File: src/rtl/route_table_pkg.sv
// Shared types for the packet route table: opcodes, response status codes and controller states.
package route_table_pkg;

   typedef enum logic [1:0] {
      OP_READ      = 2'b00,
      OP_WRITE     = 2'b01,
      OP_ADD       = 2'b10,
      OP_CLEAR_ALL = 2'b11
   } op_e;

   typedef enum logic [1:0] {
      ST_OK        = 2'b00,
      ST_BAD_INDEX = 2'b01,
      ST_OVERFLOW  = 2'b10
   } status_e;

   typedef enum logic [1:0] {
      S_INIT = 2'b00,
      S_IDLE = 2'b01,
      S_RESP = 2'b10
   } state_e;

endpackage

File: src/rtl/route_table_alu.sv
// Combinational entry adder with carry-out; overflow result selected by ROUTE_TABLE_SAT_EN
// (defined: saturate to all-ones, undefined: wrap modulo 2^DATA_W).
module route_table_alu
   import route_table_pkg::*;
#(
   parameter int DATA_W = 24
) (
   input  logic [DATA_W-1:0] a_i,
   input  logic [DATA_W-1:0] b_i,
   output logic [DATA_W-1:0] sum_o,
   output logic              carry_o
);

   logic [DATA_W:0] wide;

   function automatic logic [DATA_W-1:0] fold_overflow(input logic [DATA_W:0] w);
`ifdef ROUTE_TABLE_SAT_EN
      return w[DATA_W] ? {DATA_W{1'b1}} : w[DATA_W-1:0];
`else
      return w[DATA_W-1:0];
`endif
   endfunction

   always_comb begin
      wide    = {1'b0, a_i} + {1'b0, b_i};
      carry_o = wide[DATA_W];
      sum_o   = fold_overflow(wide);
   end

endmodule

File: src/rtl/packet_route_table.sv
// Indexed route table with read/write/add/clear-all commands, one registered response per command
// and a one-entry-per-cycle init sweep. Overflow behaviour of ADD follows ROUTE_TABLE_SAT_EN.
module packet_route_table
   import route_table_pkg::*;
#(
   parameter int                NUM_ENTRIES = 6,
   parameter int                DATA_W      = 24,
   parameter logic [DATA_W-1:0] INIT_VALUE  = '0,
   localparam int               IDX_W       = $clog2(NUM_ENTRIES)
) (
   input  logic              clock,
   input  logic              clear,
   input  logic              cmd_valid,
   output logic              cmd_ready,
   input  logic [1:0]        cmd_op,
   input  logic [IDX_W:0]    cmd_index,
   input  logic [DATA_W-1:0] cmd_data,
   output logic              rsp_valid,
   input  logic              rsp_ready,
   output logic [DATA_W-1:0] rsp_data,
   output logic [1:0]        rsp_status,
   output logic              busy
);

   localparam logic [IDX_W:0]   NUM_E    = (IDX_W+1)'(NUM_ENTRIES);
   localparam logic [IDX_W-1:0] LAST_IDX = IDX_W'(NUM_ENTRIES - 1);

   state_e            state_q, state_d;
   logic [IDX_W-1:0]  sweep_q, sweep_d;
   logic              pend_q, pend_d;
   logic [DATA_W-1:0] rsp_data_q, rsp_data_d;
   logic [1:0]        rsp_status_q, rsp_status_d;
   logic [DATA_W-1:0] mem_q [NUM_ENTRIES];

   logic              we;
   logic [IDX_W-1:0]  wr_idx;
   logic [DATA_W-1:0] wr_data;
   logic              accept;
   logic              bad_idx;
   logic [IDX_W-1:0]  cmd_idx;
   logic [DATA_W-1:0] entry;
   logic [DATA_W-1:0] add_sum;
   logic              add_carry;
   op_e               op;

   // The response register is the RESP state itself; clear masks handshakes in its first cycle.
   assign rsp_valid  = (state_q == S_RESP);
   assign rsp_data   = rsp_data_q;
   assign rsp_status = rsp_status_q;
   assign busy       = clear || (state_q == S_INIT);
   assign cmd_ready  = !clear && (state_q != S_INIT) && (!rsp_valid || rsp_ready);
   assign accept     = cmd_valid && cmd_ready;
   assign bad_idx    = (cmd_index >= NUM_E);
   assign cmd_idx    = cmd_index[IDX_W-1:0];
   assign entry      = bad_idx ? '0 : mem_q[cmd_idx];
   assign op         = op_e'(cmd_op);

   route_table_alu #(.DATA_W(DATA_W)) u_alu (
      .a_i     (entry),
      .b_i     (cmd_data),
      .sum_o   (add_sum),
      .carry_o (add_carry)
   );

   always_comb begin
      state_d      = state_q;
      sweep_d      = sweep_q;
      pend_d       = pend_q;
      rsp_data_d   = rsp_data_q;
      rsp_status_d = rsp_status_q;
      we           = 1'b0;
      wr_idx       = cmd_idx;
      wr_data      = cmd_data;
      case (state_q)
         S_INIT: begin
            we      = 1'b1;
            wr_idx  = sweep_q;
            wr_data = INIT_VALUE;
            sweep_d = sweep_q + 1'b1;
            if (sweep_q == LAST_IDX) begin
               sweep_d = '0;
               if (pend_q) begin
                  state_d      = S_RESP;
                  pend_d       = 1'b0;
                  rsp_data_d   = INIT_VALUE;
                  rsp_status_d = ST_OK;
               end else begin
                  state_d = S_IDLE;
               end
            end
         end
         default: begin
            if (rsp_valid && rsp_ready) state_d = S_IDLE;
            if (accept) begin
               if (op == OP_CLEAR_ALL) begin
                  state_d = S_INIT;
                  sweep_d = '0;
                  pend_d  = 1'b1;
               end else begin
                  state_d      = S_RESP;
                  rsp_status_d = ST_OK;
                  if (bad_idx) begin
                     rsp_data_d   = '0;
                     rsp_status_d = ST_BAD_INDEX;
                  end else begin
                     case (op)
                        OP_READ:  rsp_data_d = entry;
                        OP_WRITE: begin
                           rsp_data_d = entry;
                           we         = 1'b1;
                        end
                        default: begin
                           rsp_data_d = add_sum;
                           we         = 1'b1;
                           wr_data    = add_sum;
                           if (add_carry) rsp_status_d = ST_OVERFLOW;
                        end
                     endcase
                  end
               end
            end
         end
      endcase
   end

   always_ff @(posedge clock) begin
      if (clear) begin
         state_q      <= S_INIT;
         sweep_q      <= '0;
         pend_q       <= 1'b0;
         rsp_data_q   <= '0;
         rsp_status_q <= ST_OK;
      end else begin
         state_q      <= state_d;
         sweep_q      <= sweep_d;
         pend_q       <= pend_d;
         rsp_data_q   <= rsp_data_d;
         rsp_status_q <= rsp_status_d;
      end
   end

   // Table storage carries no reset; the init sweep defines its contents.
   always_ff @(posedge clock) begin
      if (we) mem_q[wr_idx] <= wr_data;
   end

endmodule
File: config.mk
export PLATFORM = sky130hd
export DESIGN_NAME = packet_route_table
export DESIGN_NICKNAME = d
export VERILOG_FILES = /design/src/rtl/route_table_pkg.sv /design/src/rtl/route_table_alu.sv /design/src/rtl/packet_route_table.sv
export SDC_FILE = /design/constraint.sdc
export NUM_CORES = 1
export LEC_CHECK = 0
export ABC_AREA = 1
export BUFFER_PORTS_ARGS = -buffer_cell sky130_fd_sc_hd__buf_2
export CAP_MARGIN = 20
export CORE_ASPECT_RATIO = 1.25
export CORE_UTILIZATION = 45
export CTS_CLUSTER_DIAMETER = 80
export DETAILED_ROUTE_END_ITERATION = 10
export GPL_TIMING_DRIVEN = 0
export HOLD_SLACK_MARGIN = 0.08
export PLACE_DENSITY = 0.62
export REMOVE_ABC_BUFFERS = 1
export SYNTH_ARGS = -nofsm -noshare
export SYNTH_HDL_FRONTEND = slang
export SYNTH_SLANG_ARGS = --single-unit
File: constraint.sdc
create_clock -name clock -period 10 [get_ports clock]
set_input_delay 1.5 -clock clock [delete_from_list [all_inputs] [get_ports clock]]
set_output_delay 1.5 -clock clock [all_outputs]
set_load 0.01 [all_outputs]
==> summary.txt <==
Timing
  • Setup-failing EPs final: 0
  • Slew margin rel.: 27.9%
  • Final Max Slew Viols: 0
  • Final period util: 55.4%
  • WHS: 449 ps
  • Clock period minus worst slack: 5540 ps
  • Fmax: 0.180 GHz
  • Setup ws final: 4460 ps
  • Final setup TNS: 0 ps
  • Clock Skews: 9.87 ps
  • Hold Vio Cnt, Final: 0
  • Slew @ Worst Pin: 1070 ps
  • RSZ-0062 raised after global routing: no

Flow run
  • Max-cap violations: 0

Detailed routing
  • Initial DRC count: 590
  • Drt wl/cell: 17.3 um
  • Routed Antenna Nets: 0
  • First-pass detailed-route iteration total: 5
  • Vias per cell: 5.27
  • Final wirelength: 24.4 mm
  • DRC: 0
  • Total number of vias: 7439

Yosys
  • Async SR Flop Fraction: 0%
  • Synth warn: 0
  • Most instantiated cells after synthesis: nand2_1 (318), edfxtp_1 (144), nand3_1 (110)
  • Main synth FF type: edfxtp_1
  • Synthesized instance count: 1085
  • Count leader, synth: nand2_1
  • #FFs+latches synth: 176
  • Cell variety after synth: 44
  • Area share of the largest cell type after synthesis: 46.7%
  • Post-synth EDFFs: 144
  • Cell taking the most area after synthesis: edfxtp_1
  • Syn avg cell area: 8.53 um2
  • Seq/Total Area, Yosys: 53.6%
  • Top post-synthesis cells by area: edfxtp_1 (47%), nand2_1 (13%), dfxtp_1 (6.9%)
  • Mapped cell area: 9260 um2

Critical path
  • CP peak stage delay: 1060 ps
  • Crit-path cells: buf_2 -> clkinv_1 -> o221ai_1 -> nand3_1 -> inv_1 -> ha_1 -> inv_1 -> fa_1 -> nor2_1 -> nor2_1 -> nand2_1 -> nand2_1 -> inv_1 -> nand3b_1 -> nand2_1 -> nand2_1 -> nand2_1 -> xor2_1 -> nand2_1 -> nand2_1 -> inv_1
  • CP Capture Type: register
  • CP Data Required Time: 10170 ps
  • Critical path class: input pin to register
  • CP Launch Type: input pin
  • Critical path arrival: 5720 ps
  • CP max FO: 26
  • Most frequent CP cell: nand2_1
  • Delay-heaviest family, CP: buffers and inverters
  • Slowest cell on crit path: clkinv_1
  • Critical path buffer and inverter count: 6

Clocking
  • Setup Buffers After CTS: 0
  • Reg clk slew, reported paths: 70 ps
  • CTS tree: built
  • # hold bufs at CTS: 0
  • Num CTS Buffers: 17
  • Post-cts resize count: 0
  • Clock Latency Late Sink: 430 ps
  • H-tree depth: 4
  • Clk root buf: clkbuf_16
  • CTS Sinks: 176
  • CTS Buffer Depth: 2

Floorplan
  • Rows: 58
  • I/O Pins: 63
  • Die width: 130 um
  • Core area: 20200 um2
  • Die area: 21200 um2
  • Initial Util: 45.9%
  • Chip height: 162 um

Cells and area
  • NumNets Final: 1180
  • Synth-to-Final Area Change: 13.3%
  • Share of layout cells above drive strength 1: 12.3%
  • Design area: 10500 um2
  • Non-Filler Instances: 1412
  • # fillers: 1902
  • N_diodes: 0

Global routing
  • Vias in the first global route: 7130
  • Grt total ovfl: 0
  • Initial antenna violation count: 0
  • Total Routing Usage GR: 24.5%
  • First-pass GRT wire length: 38.5 mm
  • Largest net degree at the start of global routing: 42

Placed design
  • Post-Place Cell Area: 9860 um2
  • Final HPWL DP: 16.1 mm
  • Gpl congestion: 0.881
  • Placed cell count: 1378
  • Buffers on Ports: 62
  • DP Worst Slack: 3950 ps

Run status
  • Status: complete, no violations

Power and ir drop
  • Leakage power: 0.00464 uW
  • Pwr dens: 179 nW/um2
  • VDD IR max: 0.114 mV

Min path
  • Worst Hold Class: register to register
-- per-layer routing --
metal / track usage, % / vias to the layer above / wire length, um
met2: 43.1 / 168 / 12500
li1: - / 3739 / -
met4: 5.87 / 0 / 320
met1: 31.3 / 3513 / 10700
met5: 0 / - / 0
met3: 3.88 / 19 / 847
-- worst register-to-register path: stages (launching register included) --
cell	delay, ps
dfxtp_1	390
nor2_2	200
inv_2	430
nand2_1	310
nor2_1	260
nand2_1	150
nor2_1	290
inv_1	500
o31ai_1	440
nand2_1	270
nor2_4	800
-- area by class of cell --
type	instances	area [um2]	area share [%]
Clock inverter	14	145	1.38
Clock buffer	18	439	4.19
Multi-Input combinational cell	755	3710	35.4
Inverter	110	415	3.96
Timing Repair Buffer	69	475	4.53
Tap cell	270	338	3.22
Sequential cell	176	4960	47.3
-- where the power goes --
| part | switching, uW | internal, uW |
|---|---|---|
| Combinational | 226 | 88.9 |
| Clock | 308 | 359 |
| Sequential | 15.5 | 881 |
-- through the flow --
stage | total power [uW] | utilization (%)
after detailed placement | 1230 | 48.9
after global placement | 1210 | 48.0
final | 1880 | 52.0
after floorplan | 1110 | -
after CTS | 1880 | 51.8
after global routing | 1960 | 52.0
-- cells by family (layout without fill, tap and decap cells) --
| group | after synthesis | count (layout) | share of synthesized area [%] |
|---|---|---|---|
| fa+ha+maj | 17 | 17 | 2.38 |
| buf+inv | 154 | 211 | 6.85 |
| simple gates | 583 | 583 | 26.8 |
| xor+xnor | 11 | 11 | 1.04 |
| compound gates | 144 | 144 | 9.35 |
| flops | 176 | 176 | 53.6 |
-- worst paths after layout --
| path | start | to | slack (ps) | cells after the start |
|---|---|---|---|---|
| setup / recovery | cmd_index[2] | mem_q[5][10] | 4460 | 21 |
| hold / removal | rsp_data[15] | rsp_data[15] | 450 | 2 |
| setup reg to reg | state_q[0] | mem_q[0][12] | 5560 | 10 |
| hold reg to reg | rsp_data[15] | rsp_data[15] | 450 | 2 |
-- placed cells by master, fill, tap and decap left out, drive strengths merged, types with 3 or more instances in the layout --
master  instances
a22o            3
o211ai          7
nor2          115
nor3            7
nand2         327
o22a            3
clkinv          4
a221oi          3
dfxtp          32
nand3b          4
clkbuf         18
buf            69
edfxtp        144
xor2            7
nand4          18
nand3         111
inv           117
a21oi          52
ha             16
o21ai          52
o221ai         14
xnor2           4
-- state kept, by name, summed over array words and instances (netlist names) --
signal,count
state_q,2
pend_q,1
sweep_q,3
rsp_status,2
rsp_data,24
mem_q,144
(Power assumes the default switching activity.)
